===== src/rtl/decode_top.sv =====
// ID stage of the etcpu pipeline: IF/ID register, 32x32 register file with
// writeback bypass, RV32I field/immediate decode, load-use interlock, ID/EX register.
module decode_top #(
  parameter int          DAT_W    = 32,
  parameter int          RF_DEPTH = 32,
  parameter logic [31:0] NOP_INST = 32'h00000013
) (
  input  logic             clk,
  input  logic             rst_n,
  input  logic [31:0]      id_inst,
  input  logic [31:0]      if_pc,
  input  logic             id_branch_taken,
  input  logic [31:0]      id_branch_nt_pc,
  input  logic             ex_branch_flush,
  input  logic             wb_rd_en,
  input  logic [4:0]       wb_rd_addr,
  input  logic [DAT_W-1:0] wb_rd_dat,
  output logic             intrlock_bubble,
  output logic             ex_valid,
  output logic [6:0]       ex_opcode,
  output logic [2:0]       ex_funct3,
  output logic             ex_funct7b5,
  output logic [4:0]       ex_rd_addr,
  output logic [4:0]       ex_rs1_addr,
  output logic [4:0]       ex_rs2_addr,
  output logic [DAT_W-1:0] ex_rs1_dat,
  output logic [DAT_W-1:0] ex_rs2_dat,
  output logic [DAT_W-1:0] ex_imm,
  output logic [31:0]      ex_pc,
  output logic             ex_branch_taken,
  output logic [31:0]      ex_branch_nt_pc,
  output logic             ex_mem_rd
);

  localparam logic [6:0] OP_LOAD   = 7'b0000011;
  localparam logic [6:0] OP_IMM    = 7'b0010011;
  localparam logic [6:0] OP_JALR   = 7'b1100111;
  localparam logic [6:0] OP_STORE  = 7'b0100011;
  localparam logic [6:0] OP_BRANCH = 7'b1100011;
  localparam logic [6:0] OP_LUI    = 7'b0110111;
  localparam logic [6:0] OP_AUIPC  = 7'b0010111;
  localparam logic [6:0] OP_JAL    = 7'b1101111;
  localparam logic [6:0] OP_OP     = 7'b0110011;

  function automatic logic signed [DAT_W-1:0] imm_decode(input logic [31:0] i);
    logic signed [DAT_W-1:0] imm;
    imm = '0;
    case (i[6:0])
      OP_LOAD, OP_IMM, OP_JALR: imm = DAT_W'(signed'(i[31:20]));
      OP_STORE:  imm = DAT_W'(signed'({i[31:25], i[11:7]}));
      OP_BRANCH: imm = DAT_W'(signed'({i[31], i[7], i[30:25], i[11:8], 1'b0}));
      OP_LUI, OP_AUIPC: imm = DAT_W'(signed'({i[31:12], 12'b0}));
      OP_JAL:    imm = DAT_W'(signed'({i[31], i[19:12], i[20], i[30:21], 1'b0}));
      default:   imm = '0;
    endcase
    return imm;
  endfunction

  // ---- stage p0: IF/ID register ----
  logic [31:0] inst_p0;
  logic [31:0] pc_p0;
  logic        bt_p0;
  logic [31:0] ntpc_p0;

  always_ff @(posedge clk or negedge rst_n) begin
    if (!rst_n) begin
      inst_p0 <= NOP_INST;
      pc_p0   <= '0;
      bt_p0   <= 1'b0;
      ntpc_p0 <= '0;
    end else if (ex_branch_flush) begin
      inst_p0 <= NOP_INST;
      bt_p0   <= 1'b0;
    end else if (!intrlock_bubble) begin
      inst_p0 <= id_inst;
      pc_p0   <= if_pc;
      bt_p0   <= id_branch_taken;
      ntpc_p0 <= id_branch_nt_pc;
    end
  end

  logic [DAT_W-1:0] rf [RF_DEPTH];

  always_ff @(posedge clk or negedge rst_n) begin
    if (!rst_n) begin
      for (int i = 0; i < RF_DEPTH; i++) rf[i] <= '0;
    end else if (wb_rd_en && (wb_rd_addr != 5'd0)) begin
      rf[wb_rd_addr] <= wb_rd_dat;
    end
  end

  logic [6:0]              opc_d;
  logic                    rs1_use_d, rs2_use_d;
  logic [4:0]              rs1_idx_d, rs2_idx_d, rd_d;
  logic [DAT_W-1:0]        rs1_dat_d, rs2_dat_d;
  logic signed [DAT_W-1:0] imm_d;

  always_comb begin
    opc_d     = inst_p0[6:0];
    rs1_use_d = !((opc_d == OP_LUI) || (opc_d == OP_AUIPC) || (opc_d == OP_JAL));
    rs2_use_d = (opc_d == OP_OP) || (opc_d == OP_STORE) || (opc_d == OP_BRANCH);
    rs1_idx_d = rs1_use_d ? inst_p0[19:15] : 5'd0;
    rs2_idx_d = rs2_use_d ? inst_p0[24:20] : 5'd0;
    rd_d      = ((opc_d == OP_STORE) || (opc_d == OP_BRANCH)) ? 5'd0 : inst_p0[11:7];
    imm_d     = imm_decode(inst_p0);
    // Writeback in the same cycle wins over the stored entry.
    rs1_dat_d = '0;
    if (rs1_idx_d != 5'd0)
      rs1_dat_d = (wb_rd_en && (wb_rd_addr == rs1_idx_d)) ? wb_rd_dat : rf[rs1_idx_d];
    rs2_dat_d = '0;
    if (rs2_idx_d != 5'd0)
      rs2_dat_d = (wb_rd_en && (wb_rd_addr == rs2_idx_d)) ? wb_rd_dat : rf[rs2_idx_d];
  end

  // ---- stage p1: ID/EX register ----
  logic                    vld_p1;
  logic [6:0]              opc_p1;
  logic [2:0]              f3_p1;
  logic                    f7b5_p1;
  logic [4:0]              rd_p1, rs1_idx_p1, rs2_idx_p1;
  logic [DAT_W-1:0]        rs1_dat_p1, rs2_dat_p1;
  logic signed [DAT_W-1:0] imm_p1;
  logic [31:0]             pc_p1, ntpc_p1;
  logic                    bt_p1, mem_rd_p1;

  // The hazard compares against the pre-mask indices; rs fields of a NOP are x0 and never match.
  always_comb begin
    intrlock_bubble = vld_p1 && mem_rd_p1 && (rd_p1 != 5'd0) && !ex_branch_flush &&
                      ((rs1_use_d && (inst_p0[19:15] == rd_p1)) ||
                       (rs2_use_d && (inst_p0[24:20] == rd_p1)));
  end

  always_ff @(posedge clk or negedge rst_n) begin
    if (!rst_n) begin
      vld_p1     <= 1'b0;
      opc_p1     <= '0;
      f3_p1      <= '0;
      f7b5_p1    <= 1'b0;
      rd_p1      <= '0;
      rs1_idx_p1 <= '0;
      rs2_idx_p1 <= '0;
      rs1_dat_p1 <= '0;
      rs2_dat_p1 <= '0;
      imm_p1     <= '0;
      pc_p1      <= '0;
      bt_p1      <= 1'b0;
      ntpc_p1    <= '0;
      mem_rd_p1  <= 1'b0;
    end else if (ex_branch_flush || intrlock_bubble) begin
      vld_p1    <= 1'b0;
      mem_rd_p1 <= 1'b0;
      rd_p1     <= '0;
    end else begin
      vld_p1     <= (inst_p0 != NOP_INST);
      opc_p1     <= opc_d;
      f3_p1      <= inst_p0[14:12];
      f7b5_p1    <= inst_p0[30];
      rd_p1      <= rd_d;
      rs1_idx_p1 <= rs1_idx_d;
      rs2_idx_p1 <= rs2_idx_d;
      rs1_dat_p1 <= rs1_dat_d;
      rs2_dat_p1 <= rs2_dat_d;
      imm_p1     <= imm_d;
      pc_p1      <= pc_p0;
      bt_p1      <= bt_p0;
      ntpc_p1    <= ntpc_p0;
      mem_rd_p1  <= (opc_d == OP_LOAD);
    end
  end

  assign ex_valid        = vld_p1;
  assign ex_opcode       = opc_p1;
  assign ex_funct3       = f3_p1;
  assign ex_funct7b5     = f7b5_p1;
  assign ex_rd_addr      = rd_p1;
  assign ex_rs1_addr     = rs1_idx_p1;
  assign ex_rs2_addr     = rs2_idx_p1;
  assign ex_rs1_dat      = rs1_dat_p1;
  assign ex_rs2_dat      = rs2_dat_p1;
  assign ex_imm          = imm_p1;
  assign ex_pc           = pc_p1;
  assign ex_branch_taken = bt_p1;
  assign ex_branch_nt_pc = ntpc_p1;
  assign ex_mem_rd       = mem_rd_p1;

endmodule


===== config.mk =====
export PLATFORM = sky130hd
export DESIGN_NAME = decode_top
export DESIGN_NICKNAME = d
export VERILOG_FILES = /design/src/rtl/decode_top.sv
export SDC_FILE = /design/constraint.sdc
export NUM_CORES = 2
export LEC_CHECK = 0
export CAP_MARGIN = 20
export CORE_MARGIN = 5
export CORE_UTILIZATION = 35
export CTS_CLUSTER_SIZE = 12
export DETAILED_ROUTE_END_ITERATION = 7
export PLACE_DENSITY = 0.57
export SLEW_MARGIN = 20
export SYNTH_ARGS = -nofsm -noshare
export SYNTH_HDL_FRONTEND = slang
export SYNTH_SLANG_ARGS = --single-unit
export TNS_END_PERCENT = 5

===== constraint.sdc =====
create_clock -name clk -period 3.6 [get_ports clk]
set_input_delay 0.36 -clock clk [delete_from_list [all_inputs] [get_ports clk]]
set_output_delay 0.36 -clock clk [all_outputs]
set_load 0.01 [all_outputs]

Yosys cells after proc, flatten, opt, wreduce, memory -nomap -nowiden
Cells that the tools add are included.
Widths: inputs -> output; s select.
- register bits after elaboration: 1310
- output and inout port bits: 190
- logic and storage cells: 124
- order comparisons: 4
- eq/ne operators: 15
- muxes and demuxes: 24
- bitwise logic cells: 5
- reduce and logical (&&, ||, !) cells: 26
- operators with widths (cell ; number):
    $bwmux 1024 ; 1
    $mux 32 ; 11
    $bmux 32 s5 ; 2
    $demux 32 s5 ; 1
    $pmux 32 s5 ; 1
    $ne 32x5->1 const B ; 1
    $eq 7x6->1 const B ; 3
    $eq 7x7->1 const B ; 3
    $eq 5x5->1 ; 4
    $mux 5 ; 4
    $reduce_bool 5->1 ; 4
    $ge 6x6->1 const B ; 3
    $not 5->6 ; 3
    $eq 7x5->1 const B ; 2
    $logic_and 1x1->1 ; 10
    $eq 7x2->1 const B ; 1
    $logic_or 1x1->1 ; 7
    $lt 6x1->1 const B ; 1
    $mux 1 ; 4
    $reduce_or 3->1 ; 1
    $logic_not 1->1 ; 2
    $ne 2x2->1 const B ; 1
    $not 1->1 ; 2
    $reduce_and 2->1 ; 1
    $reduce_or 2->1 ; 1

Longest topological paths before layout
- word-level depth: 10
- depth in mapped cells: 13
- mapped depth without buffers: 7

Worst setup path after synthesis
Ideal clock, no wire load.
- kind: register to output
- from: reg inst_p0[0]
- to: out intrlock_bubble
- arrival: 2.171 ns
- required time: 3.240 ns
- slack: 1.069 ns
- cell stages (with the launch flop): 9
- buffers on the path: 3
- cell sequence: dfstp_2 -> buf_2 -> nor4bb_1 -> buf_2 -> nand2_1 -> nor4_2 -> o2111ai_2 -> nor2_1 -> buf_2
- longest elaborated chain between the ends: 7
- elaborated cells on any way between the ends: 15
- classes of those cells: eq/ne (6); reduce/logical (9)
- ends and longest elaborated chain (item ; RTL line ; text):
    start, declared ; 60 ; logic [31:0] inst_p0;
    start signal, assigned ; 75 ; inst_p0 <= id_inst;
    $eq 7x6->1 / $eq 7x5->1 (equally long branches) ; 100 ; rs1_use_d = !((opc_d == OP_LUI) || (opc_d == OP_AUIPC) || (opc_d == OP_JAL));
    $logic_or 1x1->1 (2 in series) ; 100 ;
    $logic_not 1->1 ; 100 ;
    $logic_and 1x1->1 ; 129 ; ((rs1_use_d && (inst_p0[19:15] == rd_p1)) ||
    $logic_or 1x1->1 * ; 129 ;
    $logic_and 1x1->1 * ; 128 ; intrlock_bubble = vld_p1 && mem_rd_p1 && (rd_p1 != 5'd0) && !ex_branch_flush &&
    end, declared ; 18 ; output logic intrlock_bubble,
Every way passes the cells marked *; elsewhere a longest branch is shown, timed or not.

Final worst setup path
- from: reg inst_p0[4]
- to: reg rs1_dat_p1[1] (netlist: ex_rs1_dat[1])
- longest elaborated chain between the ends: 10
- elaborated cells on any way between the ends: 26
- classes of those cells: eq/ne (7); mux (6); bitwise (1); reduce/logical (12)
- ends and longest elaborated chain (item ; RTL line ; text):
    $eq 7x6->1 / $eq 7x5->1 (equally long branches) ; 100 ;
    $logic_or 1x1->1 (2 in series) ; 100 ;
    $mux 5 ; 102 ; rs1_idx_d = rs1_use_d ? inst_p0[19:15] : 5'd0;
    $not 5->6 (not written as such) ; 109 ; rs1_dat_d = (wb_rd_en && (wb_rd_addr == rs1_idx_d)) ? wb_rd_dat : rf[rs1_idx_d];
    $bmux 32 s5 ; 109 ;
    $mux 32 (not written as such) (2 in series) ; 109 ;
    $mux 32 ; 109 ;
    $mux 32 ; 108 ; if (rs1_idx_d != 5'd0)
    end signal, assigned ; 161 ; rs1_dat_p1 <= rs1_dat_d;
    end, declared ; 121 ; logic [DAT_W-1:0] rs1_dat_p1, rs2_dat_p1;
Parallel ways exist; a longest one is shown, timed or not. The select of a mux whose other input is x is not followed.
A chain may end at the register's enable or synchronous reset.

==> summary.md <==
| Metric | Value |
|---|---|
| Worst clock skew | 0.0402 ns |
| Synth Warn # | 0 |
| Post-synth EDFFs | 0 |
| Top_reg_cell synth | dfrtp_1 |
| Overall Power | 41.9 mW |
| Die area | 201,000 um^2 |
| Layout cells sized above 1 | 26.7% |
| Initial antenna violation count | 36 |
| Worst EP required | 4.33 ns |
| Status | finished, violations left |
| Top cell by count, worst path | buf_4 |
| Period utilization | 95.1% |
| Final GP Congestion | 0.896 |
| Detail Route Antenna Nets | 0 |
| Global route total overflow | 0 |
| Syn Inst Count | 6,158 |
| Post-DP Area | 74,900 um^2 |
| Synth Net Count | 6,296 |
| Crit end category | flip-flop |
| Vias in the first global route | 54,700 |
| Sequential fraction of design power | 45.8% |
| Vias post-DR | 56,500 |
| Yosys cell types | 90 |
| Total negative slack | 0 ns |
| Delay-heaviest family, CP | compound AO/OA/AOI/OAI gates |
| Flops & latches, synth | 1,310 |
| Clk root buf | clkbuf_16 |
| Psw | 12.1 mW |
| Finished Cell Area | 79,900 um^2 |
| Crit Path Category | reg -> reg |
| Die height | 448 um |
| Syn avg cell area | 10.9 um^2 |
| Drt first pass iters | 8 |
| Switch share | 28.8% |
| # IOs | 328 |
| Vias/cell | 6.31 |
| DP HPWL | 178,000 um |
| Hold_ws | 0.0937 ns |
| CTS tree | yes |
| Crit path launch | inst_p0[4] |
| Clock Sinks | 1,310 |
| Die X | 448 um |
| Failing checks | design-rule violations |
| Crit Path Max Fanout | 30 |
| Worst-path cell chain | and3b_1 -> a22oi_2 -> buf_12 -> nand2_1 -> buf_4 -> buf_4 -> o21ai_0 -> a2111oi_0 -> a2bb2oi_1 -> o21ai_1 |
| Final Slew Violations | 0 |
| CP max stage delay | 0.70 ns |
| Final hold vios | 0 |
| H-tree Lvls | 4 |
| Crit path DAT | 4.16 ns |
| Nets | 6,437 |
| Num rows | 160 |
| PD cells | 525 nW/um^2 |
| Largest net degree at the start of global routing | 126 |
| Drt drc | 1 |
| Reg clk slew, reported paths | 0.06 ns |
| Num CTS Buffers | 150 |
| Final wirelength | 291,000 um |
| Total Routing Usage GR | 28.0% |
| Endpoints failing setup | 0 |
| Seq/Total Area, Yosys | 48.8% |
| Area growth, synth to finish | 18.9% |
| Core footprint | 191,000 um^2 |
| Max IR drop VDD | 0.000413 V |
| Fraction of registers with async set/reset | 100% |
| Clock power share | 37.1% |
| Internal | 29.8 mW |
| Logic pwr share | 17.1% |
| MaxCap Viol Count | 0 |
| Clk_lat worst skew | 0.82 ns |
| R2r startpoint | inst_p0[4] |
| Routed length per placed instance | 32.5 um |
| Starting Density | 35.3% |
| Post-synth design cell area | 67,200 um^2 |
| Clock buffer depth | 3 |
| First-pass GRT wire length | 410,000 um |
| Min-delay src | if_pc[26] |
| Startpoint Class | flip-flop |
| PortBufs | 327 |
| Fmax | 0.292 GHz |
| Rel. slew slack | 24.9% |
| Worst-margin pin slew | 1.12 ns |
| Crit path max-delay cell type | a2111oi_0 |
| Tmin final | 3.42 ns |
| Hold crit path type | in -> reg |
| RSZ-0062 raised after global routing | no |
| Pleak | 33.8 nW |
| Iteration-0 DRC count of the detailed router | 7,694 |
| Buffers & Inverters on Critical Path | 3 |
==> final timing paths <==
| check | to | slack, ns | cells past startpoint |
|---|---|---|---|
| max reg2reg | ex_rs1_dat[1] | 0.18 | 10 |
| max in group asynchronous | rf[543] | 2.12 | 3 |
| min reg2reg | rf[1016] | 0.40 | 0 |
| min in group asynchronous | ex_pc[27] | 0.17 | 2 |
| max | ex_rs1_dat[1] | 0.18 | 10 |
| min | pc_p0[26] | 0.09 | 3 |
==> layout by cell type (no fill, tap or decap), types with 32 or more instances in the layout <==
master | netlist | final
nand2_1 | 951 | 935
a21oi_1 | 155 | 155
clkbuf_1 | 389 | 46
a22oi_1 | 64 | 64
o21ai_1 | 73 | 73
nor2_1 | 92 | 71
buf_4 | 24 | 198
nand3_1 | 216 | 211
and3_1 | 36 | 35
clkbuf_8 | 0 | 32
buf_12 | 0 | 109
o21ai_0 | 228 | 228
a31oi_1 | 37 | 37
a32oi_1 | 35 | 35
a221oi_1 | 255 | 253
a211oi_1 | 73 | 73
o22ai_1 | 76 | 76
mux2i_1 | 425 | 425
clkdlybuf4s50_1 | 0 | 303
dfrtp_1 | 1307 | 1303
mux2_2 | 1058 | 1058
clkbuf_16 | 0 | 155
a221o_1 | 66 | 66
==> through the flow <==
step,setup WS (ns),cells,util [%]
2_1_floorplan,1.07,6158,-
3_3_place_gp,0.408,8656,39.3
3_5_place_dp,0.371,8657,39.3
4_1_cts,0.171,8930,41.9
5_1_grt,0.0707,8943,41.9
6_report,0.176,8956,41.9
==> worst reg2reg max path, delay by kind of cell, from the launching register on <==
kind	cells	cell delay, ns
AO/OA/AOI/OAI	5	1.25
AND/OR/NAND/NOR	2	0.81
buffers and inverters	3	0.64
flip-flops	1	0.66
==> metal layers <==
layer | GRT usage, % | routed length, um | vias to the layer above
li1 | - | - | 23000
met1 | 37.4 | 117000 | 29000
met2 | 41.1 | 124000 | 3632
met3 | 7.92 | 32700 | 787
met4 | 15.5 | 17100 | 4
met5 | 0 | 27 | -
==> cell type report <==
cell class / instances / area, um^2
Tap cell: 2511 / 3140
Inverter: 12 / 46.3
Sequential cell: 1310 / 32800
Multi-Input combinational cell: 4189 / 32000
Clock buffer: 233 / 4490
Antenna cell: 26 / 65.1
Clock inverter: 39 / 432
Fill cell: 18300 / 111000
Timing Repair Buffer: 636 / 6870
==> state kept, by name (all words and copies together) (netlist names) <==
name and count:
ex_pc 32, ex_funct7b5 1, bt_p0 1, rf 1024, inst_p0 32, ex_imm 32
ex_rs1_dat 32, ex_valid 1, ntpc_p0 32, ex_opcode 7, ex_funct3 3, ex_rs2_dat 32
ex_rs2_addr 5, ex_mem_rd 1, ex_rs1_addr 5, ex_branch_nt_pc 32, ex_rd_addr 5, ex_branch_taken 1
pc_p0 32
==> Yosys cell counts, drive strengths merged, types with 21 or more instances <==
master     n  share of area, %
a211o     27              0.35
a211oi    73              0.82
a21oi    155               1.2
a221o     66              0.98
a221oi   258               3.4
a22oi     65              0.73
a31oi     37              0.34
a32oi     35              0.46
and3      36              0.34
buf      258               1.9
clkbuf   389               2.2
dfrtp   1307                49
mux2    1058                18
mux2i    425               6.3
nand2    953               5.3
nand3    217               1.6
nand4     26              0.25
nor2      93              0.52
nor3      34              0.28
o211ai    21              0.23
o21ai    302               2.3
o22ai     77              0.74
==> cell families after synthesis <==
logic type      synth area share (%)
buf+inv                         4.18
xor+xnor                       0.183
simple gates                    9.17
flops                           48.8
compound gates                  13.5
mux                             24.2
==> power groups by stage <==
stage	registers (mW)	clock network (mW)	logic (mW)
after floorplan	18.8	0	4.57
after global placement	19.2	0	6.95
after detailed placement	19.4	0	7.09
after CTS	19.1	15.7	7.13
after global routing	19.5	16.3	7.71
final	19.2	15.6	7.17
==> repair_timing <==
action	4_1_cts	5_1_grt
endpoints found under the setup margin	1	0
resized for setup	2	0
buffers inserted	0	0
endpoints found under the hold margin	105	0
hold buffers	1	0
Power figures use the tool's default switching activity.
